==> config.mk <==
export PLATFORM = sky130hd
export DESIGN_NAME = decode_queue
export DESIGN_NICKNAME = d
export VERILOG_FILES = /design/src/rtl/decode_queue.sv
export SDC_FILE = /design/constraint.sdc
export NUM_CORES = 1
export LEC_CHECK = 0
export BUFFER_PORTS_ARGS = -buffer_cell sky130_fd_sc_hd__clkbuf_2
export CORE_MARGIN = 1.5
export CORE_UTILIZATION = 55
export CTS_BUF_LIST = sky130_fd_sc_hd__clkbuf_4
export DETAILED_ROUTE_END_ITERATION = 7
export PLACE_DENSITY = 0.76
export REMOVE_ABC_BUFFERS = 1
export SLEW_MARGIN = 30
export SYNTH_ARGS = -nofsm -noshare
export SYNTH_HDL_FRONTEND = slang
export SYNTH_SLANG_ARGS = --single-unit
==> constraint.sdc <==
create_clock -name clk_i -period 3.7 [get_ports clk_i]
set_clock_uncertainty 0.2 [all_clocks]
set_input_delay 0.74 -clock clk_i [delete_from_list [all_inputs] [get_ports clk_i]]
set_output_delay 0.74 -clock clk_i [all_outputs]
set_load 0.02 [all_outputs]
==> src/rtl/decode_queue.sv <==
// decode_queue: buffered instruction-decode stage between IF and EX.
// Fetched {pc, instr} words are accepted on a valid/ready handshake and held
// in a DEPTH-entry FIFO. One registered decoded bundle is presented to EX
// per cycle. An empty queue with a free output register bypasses the FIFO,
// so the instruction is visible one cycle after it is accepted.
// Optional feature macro: DECODE_ILLEGAL_CHECK_EN. When it is defined, the
// illegal-instruction check is built in. When it is undefined, illegal_o is
// always 0.
module decode_queue #(
    parameter int XLEN  = 32,
    parameter int DEPTH = 4
) (
    input  logic            clk_i,
    input  logic            rst_ni,
    input  logic            flush_i,
    input  logic            in_valid_i,
    output logic            in_ready_o,
    input  logic [XLEN-1:0] in_pc_i,
    input  logic [31:0]     in_instr_i,
    output logic            out_valid_o,
    input  logic            out_ready_i,
    output logic [XLEN-1:0] pc_o,
    output logic [6:0]      op_o,
    output logic [4:0]      rd_o,
    output logic [4:0]      rs1_o,
    output logic [4:0]      rs2_o,
    output logic [2:0]      funct3_o,
    output logic [6:0]      funct7_o,
    output logic [XLEN-1:0] imm_o,
    output logic            illegal_o
);

    localparam int PW = $clog2(DEPTH);
    localparam int CW = PW + 1;

    localparam logic [6:0] OP_LOAD      = 7'h03;
    localparam logic [6:0] OP_ARITH_IMM = 7'h13;
    localparam logic [6:0] OP_AUIPC     = 7'h17;
    localparam logic [6:0] OP_STORE     = 7'h23;
    localparam logic [6:0] OP_ARITH_REG = 7'h33;
    localparam logic [6:0] OP_LUI       = 7'h37;
    localparam logic [6:0] OP_BRANCH    = 7'h63;
    localparam logic [6:0] OP_JALR      = 7'h67;
    localparam logic [6:0] OP_JAL       = 7'h6F;

    // FIFO storage and bookkeeping
    logic [XLEN-1:0] pc_mem_q  [DEPTH];
    logic [31:0]     ins_mem_q [DEPTH];
    logic [CW-1:0]   count_q, count_d;
    logic [PW-1:0]   wr_ptr_q, wr_ptr_d, rd_ptr_q, rd_ptr_d;
    logic            rdy_q;

    // output bundle registers
    logic            out_valid_q;
    logic [XLEN-1:0] pc_q, imm_q;
    logic [6:0]      op_q, funct7_q;
    logic [4:0]      rd_q, rs1_q, rs2_q;
    logic [2:0]      funct3_q;
    logic            illegal_q;

    logic accept, load_out, pop, bypass, push, fifo_nonempty;

    // ready is derived from registered state only; rdy_q holds it low through reset
    assign in_ready_o    = rdy_q & (count_q < CW'(DEPTH));
    assign fifo_nonempty = (count_q != '0);
    assign accept        = in_valid_i & in_ready_o & ~flush_i;
    assign load_out      = ~out_valid_q | out_ready_i;
    assign pop           = load_out & fifo_nonempty;
    assign bypass        = accept & load_out & ~fifo_nonempty;
    assign push          = accept & ~bypass;

    // decode source: FIFO head if anything is queued, else the incoming word
    logic [XLEN-1:0] src_pc;
    logic [31:0]     src_ins;
    assign src_pc  = fifo_nonempty ? pc_mem_q[rd_ptr_q]  : in_pc_i;
    assign src_ins = fifo_nonempty ? ins_mem_q[rd_ptr_q] : in_instr_i;

    logic [6:0]  dec_opc, dec_f7raw;
    logic [2:0]  dec_f3raw;
    assign dec_opc   = src_ins[6:0];
    assign dec_f3raw = src_ins[14:12];
    assign dec_f7raw = src_ins[31:25];

    logic [4:0]      dec_rd, dec_rs1, dec_rs2;
    logic [2:0]      dec_f3;
    logic [6:0]      dec_f7;
    logic [31:0]     dec_imm32;
    logic [XLEN-1:0] dec_imm;
    logic            dec_ill;

    // combinational field extraction per instruction format
    always_comb begin
        dec_rd    = '0;
        dec_rs1   = '0;
        dec_rs2   = '0;
        dec_f3    = '0;
        dec_f7    = '0;
        dec_imm32 = '0;
        dec_ill   = 1'b0;
        case (dec_opc)
            OP_LOAD, OP_JALR, OP_ARITH_IMM: begin
                dec_rd    = src_ins[11:7];
                dec_rs1   = src_ins[19:15];
                dec_f3    = dec_f3raw;
                dec_imm32 = {{20{src_ins[31]}}, src_ins[31:20]};
                // shift-immediate forms carry funct7 in the upper imm bits
                if (dec_opc == OP_ARITH_IMM && (dec_f3raw == 3'd1 || dec_f3raw == 3'd5))
                    dec_f7 = dec_f7raw;
            end
            OP_STORE: begin
                dec_rs1   = src_ins[19:15];
                dec_rs2   = src_ins[24:20];
                dec_f3    = dec_f3raw;
                dec_imm32 = {{20{src_ins[31]}}, src_ins[31:25], src_ins[11:7]};
            end
            OP_BRANCH: begin
                dec_rs1   = src_ins[19:15];
                dec_rs2   = src_ins[24:20];
                dec_f3    = dec_f3raw;
                dec_imm32 = {{20{src_ins[31]}}, src_ins[7], src_ins[30:25],
                             src_ins[11:8], 1'b0};
            end
            OP_JAL: begin
                dec_rd    = src_ins[11:7];
                dec_imm32 = {{12{src_ins[31]}}, src_ins[19:12], src_ins[20],
                             src_ins[30:21], 1'b0};
            end
            OP_LUI, OP_AUIPC: begin
                dec_rd    = src_ins[11:7];
                dec_imm32 = {src_ins[31:12], 12'b0};
            end
            OP_ARITH_REG: begin
                dec_rd  = src_ins[11:7];
                dec_rs1 = src_ins[19:15];
                dec_rs2 = src_ins[24:20];
                dec_f3  = dec_f3raw;
                dec_f7  = dec_f7raw;
            end
            default: ;
        endcase
`ifdef DECODE_ILLEGAL_CHECK_EN
        case (dec_opc)
            OP_LOAD:      dec_ill = (dec_f3raw == 3'd3) || (dec_f3raw >= 3'd6);
            OP_STORE:     dec_ill = (dec_f3raw > 3'd2);
            OP_BRANCH:    dec_ill = (dec_f3raw == 3'd2) || (dec_f3raw == 3'd3);
            OP_JALR:      dec_ill = (dec_f3raw != 3'd0);
            OP_ARITH_REG: dec_ill = !((dec_f7raw == 7'h00) ||
                                      (dec_f7raw == 7'h20 &&
                                       (dec_f3raw == 3'd0 || dec_f3raw == 3'd5)));
            OP_ARITH_IMM, OP_JAL, OP_LUI, OP_AUIPC: dec_ill = 1'b0;
            default:      dec_ill = 1'b1;
        endcase
        if (src_ins[1:0] != 2'b11)
            dec_ill = 1'b1;
        // illegal bundles still flow, but carry no operand information
        if (dec_ill) begin
            dec_rd    = '0;
            dec_rs1   = '0;
            dec_rs2   = '0;
            dec_f3    = '0;
            dec_f7    = '0;
            dec_imm32 = '0;
        end
`endif
    end

    assign dec_imm = XLEN'($signed(dec_imm32));

    // next-state for FIFO pointers and occupancy; flush wins over push/pop
    always_comb begin
        count_d  = count_q;
        wr_ptr_d = wr_ptr_q;
        rd_ptr_d = rd_ptr_q;
        if (flush_i) begin
            count_d  = '0;
            wr_ptr_d = '0;
            rd_ptr_d = '0;
        end else begin
            if (push) wr_ptr_d = wr_ptr_q + PW'(1);
            if (pop)  rd_ptr_d = rd_ptr_q + PW'(1);
            case ({push, pop})
                2'b10:   count_d = count_q + CW'(1);
                2'b01:   count_d = count_q - CW'(1);
                default: count_d = count_q;
            endcase
        end
    end

    // FIFO control state registers
    always_ff @(posedge clk_i or negedge rst_ni) begin
        if (!rst_ni) begin
            count_q  <= '0;
            wr_ptr_q <= '0;
            rd_ptr_q <= '0;
            rdy_q    <= 1'b0;
        end else begin
            count_q  <= count_d;
            wr_ptr_q <= wr_ptr_d;
            rd_ptr_q <= rd_ptr_d;
            rdy_q    <= 1'b1;
        end
    end

    // FIFO payload storage; contents are meaningless unless counted
    always_ff @(posedge clk_i) begin
        if (push) begin
            pc_mem_q[wr_ptr_q]  <= in_pc_i;
            ins_mem_q[wr_ptr_q] <= in_instr_i;
        end
    end

    // output bundle register: loads whenever EX is not stalling a valid bundle
    always_ff @(posedge clk_i or negedge rst_ni) begin
        if (!rst_ni) begin
            out_valid_q <= 1'b0;
            pc_q        <= '0;
            op_q        <= '0;
            rd_q        <= '0;
            rs1_q       <= '0;
            rs2_q       <= '0;
            funct3_q    <= '0;
            funct7_q    <= '0;
            imm_q       <= '0;
            illegal_q   <= 1'b0;
        end else if (flush_i) begin
            out_valid_q <= 1'b0;
        end else if (load_out) begin
            out_valid_q <= pop | bypass;
            pc_q        <= src_pc;
            op_q        <= dec_opc;
            rd_q        <= dec_rd;
            rs1_q       <= dec_rs1;
            rs2_q       <= dec_rs2;
            funct3_q    <= dec_f3;
            funct7_q    <= dec_f7;
            imm_q       <= dec_imm;
            illegal_q   <= dec_ill;
        end
    end

    assign out_valid_o = out_valid_q;
    assign pc_o        = pc_q;
    assign op_o        = op_q;
    assign rd_o        = rd_q;
    assign rs1_o       = rs1_q;
    assign rs2_o       = rs2_q;
    assign funct3_o    = funct3_q;
    assign funct7_o    = funct7_q;
    assign imm_o       = imm_q;
    assign illegal_o   = illegal_q;

endmodule
After elaboration in Yosys (flattened, before gate mapping). Memory sizes are Yosys's and may differ from the RTL's. Cells that the tools add are included.

Flip-flop bits (word level): 105. Input port bits: 69. Memory bits (writable): 256. Output and inout port bits: 99. Memories kept: 2.

Mux-type cells: 19. Eq/ne operators: 13. Order comparisons: 1. Bitwise logic cells: 13. Reduce and logical (&&, ||, !) cells: 13. Add/subtract/negate cells: 4.

Memory list: ins_mem_q (depth 4, width 32, rd ports 1, clocked after Yosys merged registers in 0, wr ports 1, line 48) `logic [31:0] ins_mem_q [DEPTH];`; pc_mem_q (depth 4, width 32, rd ports 1, clocked after Yosys merged registers in 0, wr ports 1, line 47) `logic [XLEN-1:0] pc_mem_q [DEPTH];`.

Operators by type and width (count): $pmux W32 S5 (1); $mux W32 (2); $eq A7 B6 Y1 const B (3); $eq A7 B7 Y1 const B (3); $mux W5 (3); $eq A7 B5 Y1 const B (2); $pmux W7 S2 (1); $mux W2 (4); $and A1 B1 Y1 (7); $eq A7 B2 Y1 const B (1); $mux W7 (1); $reduce_or A7 Y1 (1); $mux W3 (2); $pmux W3 S2 (1); $reduce_bool A2 Y1 (3); $reduce_bool A3 Y1 (2); $reduce_or A3 Y1 (2); $reduce_or A6 Y1 (1); $add A2 B1 Y2 const B (2); $mux W1 (4); $not A1 Y1 (4); $add A3 B1 Y3 const B (1); $eq A3 B1 Y1 const B (1); $eq A3 B3 Y1 const B (1); 9 further kinds (10).

Depth between registers and ports, before layout.
Depth in word-level cells: 11. Gate-level depth with buffers: 9.

Worst setup path before layout. No wires, ideal clock.

Path kind: input to register. Start point: input port out_ready_i. End point: memory ins_mem_q[1][0], enable pin. Buffers on the path: 0. Path slack: 0.260 ns. Stages on the path: 3. Data required time: 3.071 ns. Data arrival time: 2.812 ns. Cell sequence: nand2b_1 a211oi_1 and2_1.

Cells in the longest elaborated chain, start to end: 7.

Ends and longest elaborated chain: start, declared (line 21) `input logic out_ready_i,`; $or A1 B1 Y1 (line 67) `assign load_out = ~out_valid_q | out_ready_i;`; $and A1 B1 Y1 (2 in a row) (line 69) `assign bypass = accept & load_out & ~fifo_nonempty;`; $not A1 Y1 (line 70) `assign push = accept & ~bypass;`; $and A1 B1 Y1 (line 70); $mux W1 (line 206) `if (push) begin`; $mux W1 (not written as such) (line 208) `ins_mem_q[wr_ptr_q] <= in_instr_i;`; end, declared (line 48).

Every way passes these cells.

Worst setup path in the final report.
Start point: register rd_ptr_q[0]. End point: register imm_q[28] (netlist: imm_o[28]).

Cells in the longest elaborated chain, start to end: 5. Elaborated cells on any way between the ends: 13. Classes of those cells: eq/ne: 8; mux: 2; reduce/logical: 2; memory: 1.

Ends and longest elaborated chain: start, declared (line 50) `logic [PW-1:0] wr_ptr_q, wr_ptr_d, rd_ptr_q, rd_ptr_d;`; start signal, assigned (line 199) `rd_ptr_q <= rd_ptr_d;`; $mem_v2 Z4 W32 *; $mux W32 * (line 76) `assign src_ins = fifo_nonempty ? ins_mem_q[rd_ptr_q] : in_instr_i;`; $eq A7 B5 Y1, or another cell as far along (line 100) `case (dec_opc)`; $reduce_or A3 Y1 or $reduce_or A2 Y1 (tied branches); $pmux W32 S5 * (line 100); end signal, assigned (line 236) `imm_q <= dec_imm;`; end, declared (line 55) `logic [XLEN-1:0] pc_q, imm_q;`.

Every way passes the cells marked *; elsewhere a longest branch is shown, timed or not. A chain may end at the register's enable or synchronous reset.

==> results.env <==
FINALWORSTPATHREQUIREDPERIOD_NS=3.38
WORSTSETUPENDPOINTTYPE='flop'
SEQUENTIAL_POWER_SHARE_PCT=41.7
SWITCHINGPOWER_mW=3.99
SYNTH_TOP_FLOP_CELL='sky130_fd_sc_hd__edfxtp_1'
GRT_PASS1_WL_MM=47.8
CTS_SETUP_BUFFERS=0
GRT_PASS1_VIAS=8765
SYNTH_TOP_FAMILY_BY_AREA='multiplexers'
POST-ROUTE-DRC-COUNT=0
FLOORPLAN.DIE.WIDTH_UM=164
NETSWITCHINGFRACTION_PCT=32.8
SYNTH_CELLS=870
TIGHTEST_SLEW_NS=0.762
UTILIZATION_PCT=66.6
HOLD_VIOL=0
MAX-VDD-IR-DROP_mV=0.436
FINAL_MAX_SLEW_VIOL_COUNT=0
CLOCKROOTBUFFER='sky130_fd_sc_hd__clkbuf_4'
FLOW.AREA_GROWTH_FROM_SYNTHESIS_PCT=18.4
WORSTSETUPPATHTYPE='flop to flop'
TOP_CELL_TYPES_BY_OCCURRENCE_AFTER_SYNTHESIS='sky130_fd_sc_hd__edfxtp_1, sky130_fd_sc_hd__nand2_1, sky130_fd_sc_hd__dfrtp_1'
DETAILED_PLACE.AREA_UM2=15500
DESIGN.CORE.AREA_UM2=25300
IO_PORT_BUFS=166
CORE.ROWCOUNT=58
SETUP_VIOL=0
RUN_STATUS='finished clean'
CHIPHEIGHT_UM=164
CRITICAL_PATH_ARRIVAL_NS=3.76
ADDER_CELL_FRACTION_OF_SYNTH_AREA_PCT=0.494
DRT_PRE_ANTENNA_ITERS=6
IOPINCOUNT=168
INITIAL_CORE_UTIL_PCT=56.2
SYN_AREA_PER_CELL_UM2=16.3
COMPLEX_GATE_FRACTION_OF_THE_SYNTHESIZED_AREA_PCT=6.34
SYN-CELL-AREA_UM2=14200
NUMBER_OF_SYNTHESIS_WARNINGS=0
PLACE_HPWL_MM=19.2
CTS_RESIZED=0
FIN_CRIT_SH_PCT=91.2
POWER.CLOCK.FRACTION_PCT=28.8
YOSYS-MUX-AREA-FRACTION_PCT=12.3
CELLINTERNALPOWER_mW=8.18
TOTAL_OVERFLOW_REPORTED_BY_THE_GLOBAL_ROUTER=0
CTS.REPORTEDPATHS.CLKPINSLEW_NS=0.07
DRT-INITIAL-DRC-COUNT=573
DETAILROUTE.VIA_COUNT=8593
DRT-WIRELENGTH-PER-CELL_UM=20.4
SYNTHMOSTINSTANTIATEDCELL='sky130_fd_sc_hd__edfxtp_1'
SYNTH_ENABLE_FLOP_CELLS=256
DIE_AREA_UM2=26800
POST-SYNTH-TOP-AREA-FRACTION_PCT=54.1
FINAL_ANTENNA_NET_COUNT=0
SLEW_HEADROOM_PCT=49.2
TNS_NS=0
POST_DRT_VIA_CELL_RATIO=5.67
POWER.STATIC_LEAKAGE_nW=6.53
MIN_PATH_TYPE='primary input to flop'
WORSTSETUPSTARTPOINTTYPE='flop'
TRITONCTS.NUM_BUFFERS=89
FINISH.NET_COUNT=1183
CLK_PATH_BUF_DEPTH=3
FMAX_MHz=296
SYNTHXORXNORAREAFRAC_PCT=0.247
SYNTHDISTINCTLIBCELLS=50
SYNTH_SEQUENTIAL_AREA_RATIO_PCT=72.7
MAIN_AREA_CONTRIBUTORS_AFTER_SYNTHESIS='sky130_fd_sc_hd__edfxtp_1, sky130_fd_sc_hd__dfrtp_1, sky130_fd_sc_hd__mux4_2'
FINAL_CELL_AREA_UM2=16800
MAX_CAP_VIOL_COUNT=0
CTS_TREE='built'
CRITPATHMAXFANOUT=16
ROUTED_WL_MM=31.0
FILLERS=1811
GRT_UTIL_ALL_LAYERS_PCT=23.9
P_PER_AREA_nW_PER_UM2=724
POST-PLACE-CELLS=1347
CRITPATHREQUIREDTIME_NS=4.09
ANTENNA_FOUND_INITIAL=2
YOSYS.AREA.TOP_TYPE='sky130_fd_sc_hd__edfxtp_1'
SYNTH.FF_LATCH_COUNT=361
STDCELL_COUNT=1515
MAXIMUM_NUMBER_OF_PINS_ON_ONE_NET_BEFORE_GLOBAL_ROUTE_REPAIR=94
FINALHOLDWORSTSLACK_NS=0.0762
SHARE_COMB_OF_TOTAL_POWER_PCT=29.5
ROUTABILITYCONGESTION=0.817
CLKLATENCYLATEPIN_NS=0.70
RSZ0062_AT_GRT='no'
SYNTH_ASYNC_SR_FLOP_SHARE_PCT=29.1
POST_ROUTE_CELLS_DRIVE_ABOVE_1_SHARE_PCT=36.1
TOTAL_NUMBER_OF_CLOCK_TREE_SINKS=361
H-TREE-DEPTH=3
SYNTH_SIMPLE_GATE_AREA_SHARE_PCT=6.29
sequential cells by signal, summed over array words and instances, names as in the netlist, 3 cells and up:
name	count
funct3_o	3
count_q	3
funct7_o	7
rd_o	5
pc_mem_q	128
ins_mem_q	128
imm_o	32
op_o	7
rs1_o	5
rs2_o	5
pc_o	32
critical path, cell delays in order, from the launching register on:
cell,delay [ns]
sky130_fd_sc_hd__dfrtp_4,0.62
sky130_fd_sc_hd__mux4_2,0.54
sky130_fd_sc_hd__mux2i_1,0.16
sky130_fd_sc_hd__buf_4,0.20
sky130_fd_sc_hd__or4b_4,0.51
sky130_fd_sc_hd__a21o_1,0.26
sky130_fd_sc_hd__o221ai_2,0.53
sky130_fd_sc_hd__o22a_1,0.25
power groups by stage:
stage / clock network [mW] / registers [mW] / logic (mW)
after detailed placement: 0 / 5.16 / 3.62
after global routing: 3.80 / 5.12 / 3.90
after CTS: 3.59 / 5.08 / 3.63
after floorplan: 0 / 5.63 / 1.99
after global placement: 0 / 5.14 / 3.54
final: 3.51 / 5.07 / 3.60
repair_timing:
action	4_1_cts	5_1_grt
hold buffers	1	0
endpoints found under the hold margin	39	0
endpoints found under the setup margin	0	0
layout make-up:
type / count / area [um^2] / share of cell area [%]
clock buffer: 145 / 1090 / 6.47
timing repair buffer: 196 / 1120 / 6.68
tap: 330 / 413 / 2.46
multi-input combinational: 458 / 3690 / 21.9
antenna: 1 / 2.50 / 0.0149
sequential: 361 / 10300 / 61.4
clock inverter: 21 / 164 / 0.975
inverter: 3 / 11.3 / 0.0670
logic make-up after synthesis:
logic type	count (synthesis)
AO/OA/AOI/OAI	137
XOR/XNOR	4
adder cells (fa/ha/maj)	5
buffers and inverters	51
flip-flops	361
multiplexers	94
other	2
AND/OR/NAND/NOR	216
through the flow:
stage	worst slack [ns]	power, mW
floorplan	-1.67	7.62
global placement	0.416	8.68
detailed placement	0.357	8.77
CTS	0.296	12.3
global route	0.149	12.8
finish	0.325	12.2
per-layer routing:
metal | vias up | track usage (%) | wire length, um
met2 | 344 | 39.6 | 15800
met3 | 37 | 5.71 | 2290
met5 | - | 0 | 12
li1 | 3891 | - | -
met4 | 2 | 7.36 | 411
met1 | 4319 | 31.5 | 12500
final timing paths:
path / startpoint / endpoint / slack, ns / cells past startpoint
hold reg to reg: imm_o[5]$_DFFE_PN0P_ / imm_o[5]$_DFFE_PN0P_ / 0.28 / 2
setup / recovery: rd_ptr_q[0]$_DFFE_PN0P_ / imm_o[28]$_DFFE_PN0P_ / 0.32 / 7
min in group asynchronous: rst_ni / op_o[1]$_DFFE_PN0P_ / 0.44 / 2
max in group asynchronous: rst_ni / funct3_o[2]$_DFFE_PN0P_ / 2.03 / 3
hold / removal: in_pc_i[20] / pc_mem_q[3][20]$_DFFE_PP_ / 0.08 / 1
setup reg to reg: rd_ptr_q[0]$_DFFE_PN0P_ / imm_o[28]$_DFFE_PN0P_ / 0.32 / 7
cells in the final DEF, fill, tap and decap left out, types with 3 or more instances in the layout:
master,instances
sky130_fd_sc_hd__mux2i_1,28
sky130_fd_sc_hd__a31oi_1,36
sky130_fd_sc_hd__a2bb2oi_1,4
sky130_fd_sc_hd__clkinv_1,14
sky130_fd_sc_hd__mux4_2,62
sky130_fd_sc_hd__buf_12,5
sky130_fd_sc_hd__nor2_1,66
sky130_fd_sc_hd__nand3b_1,3
sky130_fd_sc_hd__bufinv_16,3
sky130_fd_sc_hd__inv_1,3
sky130_fd_sc_hd__a21oi_1,8
sky130_fd_sc_hd__o22a_1,11
sky130_fd_sc_hd__nor3_1,4
sky130_fd_sc_hd__and2_1,3
sky130_fd_sc_hd__nand2b_1,3
sky130_fd_sc_hd__a211o_1,3
sky130_fd_sc_hd__nand2_1,120
sky130_fd_sc_hd__clkbuf_4,145
sky130_fd_sc_hd__a31o_2,3
sky130_fd_sc_hd__buf_4,25
sky130_fd_sc_hd__and2_4,4
sky130_fd_sc_hd__o21ai_1,5
sky130_fd_sc_hd__ha_1,4
sky130_fd_sc_hd__a22o_1,11
sky130_fd_sc_hd__o21ai_0,45
sky130_fd_sc_hd__edfxtp_1,256
sky130_fd_sc_hd__clkbuf_2,165
sky130_fd_sc_hd__dfrtp_1,103
Power figures use the tool's default switching activity.
